## config.mk

```make
export PLATFORM = sky130hd
export DESIGN_NAME = comp_sequencer
export DESIGN_NICKNAME = d
export VERILOG_FILES = /design/src/rtl/comp_sequencer.sv
export SDC_FILE = /design/constraint.sdc
export NUM_CORES = 1
export LEC_CHECK = 0
export CAP_MARGIN = 20
export CORE_UTILIZATION = 40
export DETAILED_ROUTE_END_ITERATION = 12
export GPL_TIMING_DRIVEN = 0
export PLACE_DENSITY = 0.91
export SYNTH_ARGS = -nofsm -noshare
export SYNTH_HDL_FRONTEND = slang
export SYNTH_SLANG_ARGS = --single-unit
export TNS_END_PERCENT = 30
```

## constraint.sdc

```tcl
create_clock -name clk -period 3.39 [get_ports clk]
set_clock_uncertainty 0.1 [all_clocks]
set_input_delay 0.5085 -clock clk [delete_from_list [all_inputs] [get_ports clk]]
set_output_delay 0.5085 -clock clk [all_outputs]
set_load 0.005 [all_outputs]
```

## src/rtl/comp_sequencer.sv

```systemverilog
// comp_sequencer: walks a CompUnit slice through a dot product of two paired-element buffers and returns the result.
// Element pairs {2k+1, 2k} are read one cycle ahead of their MAC, so STREAM runs exactly ceil(N/2) cycles.
module comp_sequencer #(
  parameter int value_width = 16,
  parameter int addr_width  = 8,
  parameter int len_width   = 9
) (
  input  logic                     clk,
  input  logic                     rst,
  input  logic                     start,
  input  logic [len_width-1:0]     vec_len,
  input  logic [addr_width-1:0]    act_base,
  input  logic [addr_width-1:0]    wgt_base,
  output logic                     busy,
  output logic                     act_rd_en,
  output logic [addr_width-1:0]    act_rd_addr,
  input  logic [2*value_width-1:0] act_rd_data,
  output logic                     wgt_rd_en,
  output logic [addr_width-1:0]    wgt_rd_addr,
  input  logic [2*value_width-1:0] wgt_rd_data,
  output logic [2:0]               instr,
  output logic [value_width-1:0]   A1,
  output logic [value_width-1:0]   W1,
  output logic [value_width-1:0]   A2,
  output logic [value_width-1:0]   W2,
  input  logic [value_width-1:0]   acc_in,
  output logic [value_width-1:0]   result,
  output logic                     result_valid,
  input  logic                     result_ready,
  output logic                     done
);
  localparam int V = value_width;
  typedef enum logic [2:0] {IDLE, CLEAR, STREAM, WAIT, RESULT} state_t;
  state_t                  state_q, state_d;
  logic [len_width-1:0]    pairs_q, pairs_d, cnt_q, cnt_d, pairs_n;
  logic                    odd_q, odd_d, last, rd;
  logic [addr_width-1:0]   act_ptr_q, act_ptr_d, wgt_ptr_q, wgt_ptr_d;
  logic [V-1:0]            result_q, result_d;
  logic                    result_valid_q, result_valid_d;
  assign pairs_n = {1'b0, vec_len[len_width-1:1]} + {{(len_width-1){1'b0}}, vec_len[0]};
  assign last = cnt_q == pairs_q - 1'b1;
  always_comb begin
    state_d = state_q;
    pairs_d = pairs_q;
    cnt_d = cnt_q;
    odd_d = odd_q;
    act_ptr_d = act_ptr_q;
    wgt_ptr_d = wgt_ptr_q;
    result_d = result_q;
    result_valid_d = result_valid_q;
    rd = 1'b0;
    done = 1'b0;
    instr = 3'b000;
    A1 = '0;
    W1 = '0;
    A2 = '0;
    W2 = '0;
    case (state_q)
      IDLE: if (start) begin
        state_d = CLEAR;
        pairs_d = pairs_n;
        odd_d = vec_len[0];
        cnt_d = '0;
        act_ptr_d = act_base;
        wgt_ptr_d = wgt_base;
      end
      CLEAR: begin
        rd = pairs_q != '0;
        state_d = rd ? STREAM : WAIT;
      end
      STREAM: begin
        rd = !last;
        cnt_d = cnt_q + 1'b1;
        state_d = last ? WAIT : STREAM;
        // a trailing odd element rides in the A2/W2 lane with the A1/W1 lane zeroed
        if (last && odd_q) begin
          instr = 3'b110;
          A2 = act_rd_data[V-1:0];
          W2 = wgt_rd_data[V-1:0];
        end else begin
          instr = 3'b111;
          A1 = act_rd_data[V-1:0];
          W1 = wgt_rd_data[V-1:0];
          A2 = act_rd_data[2*V-1:V];
          W2 = wgt_rd_data[2*V-1:V];
        end
      end
      WAIT: begin
        instr = 3'b001;
        result_d = acc_in;
        result_valid_d = 1'b1;
        state_d = RESULT;
      end
      RESULT: begin
        instr = 3'b001;
        if (result_ready) begin
          result_valid_d = 1'b0;
          done = 1'b1;
          state_d = IDLE;
        end
      end
      default: state_d = IDLE;
    endcase
    if (rd) begin
      act_ptr_d = act_ptr_q + 1'b1;
      wgt_ptr_d = wgt_ptr_q + 1'b1;
    end
  end
  always_ff @(posedge clk or posedge rst) begin
    if (rst) begin
      state_q <= IDLE;
      pairs_q <= '0;
      cnt_q <= '0;
      odd_q <= 1'b0;
      act_ptr_q <= '0;
      wgt_ptr_q <= '0;
      result_q <= '0;
      result_valid_q <= 1'b0;
    end else begin
      state_q <= state_d;
      pairs_q <= pairs_d;
      cnt_q <= cnt_d;
      odd_q <= odd_d;
      act_ptr_q <= act_ptr_d;
      wgt_ptr_q <= wgt_ptr_d;
      result_q <= result_d;
      result_valid_q <= result_valid_d;
    end
  end
  assign busy = state_q != IDLE;
  assign act_rd_en = rd;
  assign wgt_rd_en = rd;
  assign act_rd_addr = rd ? act_ptr_q : '0;
  assign wgt_rd_addr = rd ? wgt_ptr_q : '0;
  assign result = result_q;
  assign result_valid = result_valid_q;
endmodule

```

==> flow_summary.toml <==
[synth]
seq_area_frac_synth_pct = 35.34
synth_fp_nets = 558
synth_top_flop_cell = "dfrtp_1"
syn-mean-instance-area_um2 = 8.792
synthMostInstantiatedCell = "dfrtp_1"
ys_warn_count = 0
synth.distinct_cells = 53
syn_area_um2 = 3895
synth_top_cell_by_area = "dfrtp_1"
synth_edf_count = 0
ys_seq_elements = 55
synth.top_cell.area_share_pct = 35.34
async_reset_ff_share_pct = 100.0
synth_area_leaders = "dfrtp_1 (35%), mux2i_1 (8.7%), and3_1 (6.6%), mux2_2 (5.2%), nor2_1 (4.8%)"
synth_top_cells_by_count = "dfrtp_1 (55), nor2_1 (50), and3_1 (41)"
netlist_instances = 443

[floorplan]
start_util_pct = 41.76
dieArea_um2 = 10140
io_pins = 213
rows = 35
die_w_um = 100.7
die_y_um = 100.7
core_area_um2 = 9328

[drt]
dr_total_vias = 4608
ant_nets = 0
vias_per_cell = 5.505
drt_iter0_markers = 320
dr.pass1.iters = 6
wl_per_cell_um = 18.30
drc = 0
routed_wl_mm = 15.32

[global_routing]
grtUsageTotal_pct = 27.82
overflow = 0
grt_pass1_wl_mm = 22.29
first_global_vias = 4350
antenna_found_initial = 0
grt_max_degree = 43

[sta]
period_needed_ps = 3541
final-max-slew-violation-count = 0
rsz0062_at_grt = "yes"
slew_headroom_pct = 60.83
worstMarginPinSlew_ps = 587.5
final_hold_viol_count = 0
fmax_mhz = 282.4
setup_viol = 42
setup_ws_ps = -150.9
post-route-period-util_pct = 104.5

[final_layout]
num_antenna_cells = 0
area.growth.synth_to_final_pct = 70.00
layout-drive-gt1-share_pct = 26.27
fin_nets = 822
final_util_pct = 70.99
multi_input_area_um2 = 2359
seq_area_um2 = 1380
fill_cells = 688

[placed_design]
routabilityCongestion = 0.8566
hpwl_mm = 10.35
port_buffers = 212

[pwr]
p_seq_share_pct = 24.2
p_per_area_nw_per_um2 = 775.7
power_mw = 5.136
p_leak_nw = 3.332
p_sw_mw = 2.189
combPwrFrac_pct = 68.0
irDropWorstVdd_mv = 0.3863
sw_frac_of_total_pct = 42.62
p_int_mw = 2.947
power_frac_clock_pct = 7.8

[setup_path]
path_cells = "inv_2 -> ha_4 -> buf_4 -> nor2b_2 -> or3_1 -> a31oi_1 -> buf_4 -> nand3_2 -> o21ai_4 -> inv_2 -> buf_6 -> buf_4 -> nand2_2 -> inv_1 -> dlygate4sd2_1"
startpoint_type = "register"
r2r_cells = 15
cp_data_arrival_time_ps = 2930
rrSetupSlack_ps = 540
path_max_fanout = 6
crit_required_ps = 2780
r2r-start = "pairs_q[0]"
path_class = "register to primary output"
path_common_cell = "buf_4"
cp_slowest_cell = "dfrtp_2"
slowest_delay_ps = 430
cp-end-kind = "primary output"
regToRegEndpoint = "wgt_ptr_q[2]"

[clock_network]
htreeDepth = 2
cts_root_buf = "clkbuf_8"
cts_sinks = 55
cts_tree = "built"
cts_buffers = 5
clock_path_buffers = 2
clk-insertion-delay-late_ps = 320
holdBufCountCts = 0
clk_pin_slew_ps = 120

[job]
cap_violations = 0

[worst_hold_path]
hold_path_class = "primary input to asynchronous set/reset pin"

[status]
violations = "setup timing"
status = "finished with violations"
==> power by group through the flow <==
stage               logic (mW)  clock network (mW)  registers (mW)
floorplan                 1.59                   0            1.17
global placement          2.94                   0            1.20
detailed placement        3.07                   0            1.23
CTS                       3.20               0.399            1.22
global route              3.71               0.431            1.27
finish                    3.49               0.399            1.24
==> routing by layer <==
metal	GRT usage, %	vias to the layer above	share of wire (%)
met5	0	-	0
met4	9.922	0	3.5
met3	4.230	62	7.4
met2	51.26	277	51
met1	32.66	2171	38
li1	-	2098	-
==> kinds of logic after synthesis <==
kind of cell,Yosys count,synth area share [%]
AND/OR/NAND/NOR,216,28.56
AO/OA/AOI/OAI,51,9.573
flip-flops,55,35.34
multiplexers,52,13.94
XOR/XNOR,17,3.823
buffers and inverters,46,6.842
adder cells (fa/ha/maj),6,1.927
==> placed cells by master (no fill, tap or decap), types with 5 or more instances in the layout <==
cell,synthesis,routed
nor3_1,12,11
buf_4,2,40
xor2_1,7,7
or3_1,7,7
and3_4,0,5
clkbuf_8,0,7
ha_1,6,5
a32oi_1,8,8
and2_1,14,14
clkdlybuf4s50_1,0,129
mux2i_1,34,31
dfrtp_1,55,52
clkbuf_2,0,26
mux2_2,18,18
xnor2_1,10,9
buf_8,0,6
nand3_1,27,26
buf_12,4,8
clkbuf_1,20,12
buf_2,5,31
o21ai_0,19,19
dlygate4sd2_1,0,24
nand2_1,37,36
nor2_1,50,50
and3_1,41,36
inv_1,11,8
==> stage by stage <==
| stage | hold slack (ps) | setup TNS (ps) | setup slack, ps | instances | instance area, um2 |
|---|---|---|---|---|---|
| final | 338.5 | -2794 | -150.9 | 837 | 6621 |
| after CTS | 341.0 | -4759 | -223.2 | 821 | 6548 |
| after detailed placement | 394.1 | -22430 | -374.8 | 785 | 6198 |
| after global routing | 347.0 | -8732 | -220.8 | 837 | 6621 |
| after floorplan | 364.4 | 0 | 495.8 | 443 | 3895 |
| after global placement | 383.7 | -15630 | -308.2 | 784 | 6178 |
==> critical path: cells and delay by family, from the launching register on <==
family / cells / cell delay (ps)
AO/OA/AOI/OAI: 2 / 440
adder cells (fa/ha/maj): 1 / 150
buffers and inverters: 8 / 1040
flip-flops: 1 / 430
AND/OR/NAND/NOR: 4 / 540
==> registers in the layout, summed over array words and instances, names as in the netlist <==
name and cells:
odd_q 1, result 16, state_q 3, cnt_q 9
act_ptr_q 8, result_valid 1, pairs_q 9, wgt_ptr_q 8
==> layout make-up <==
type	count	share of cell area [%]
flip-flops and latches	55	20.84
repair buffers	260	35.05
plain buffers	31	3.930
clock inverters	3	0.3968
clock buffers	5	1.039
inverters	12	0.6803
well taps	129	2.438
multi-input cells	342	35.62
==> worst max-delay path by stage <==
| stage | from | to |
|---|---|---|
| finish | pairs_q[0] | act_rd_addr[0] |
| global route | pairs_q[5] | A2[5] |
| CTS | pairs_q[1] | A1[0] |
| detailed placement | pairs_q[0] | A1[7] |
| global placement | pairs_q[0] | A1[6] |
| floorplan | pairs_q[0] | A2[0] |
==> timing repair <==
| item | in CTS | in global routing |
|---|---|---|
| buffers inserted | 25 | 18 |
| pin swaps | 11 | 10 |
| gates cloned | 5 | 2 |
| endpoints found under the setup margin | 85 | 83 |
| gates resized for setup | 215 | 73 |
Power figures use the tool's default switching activity.
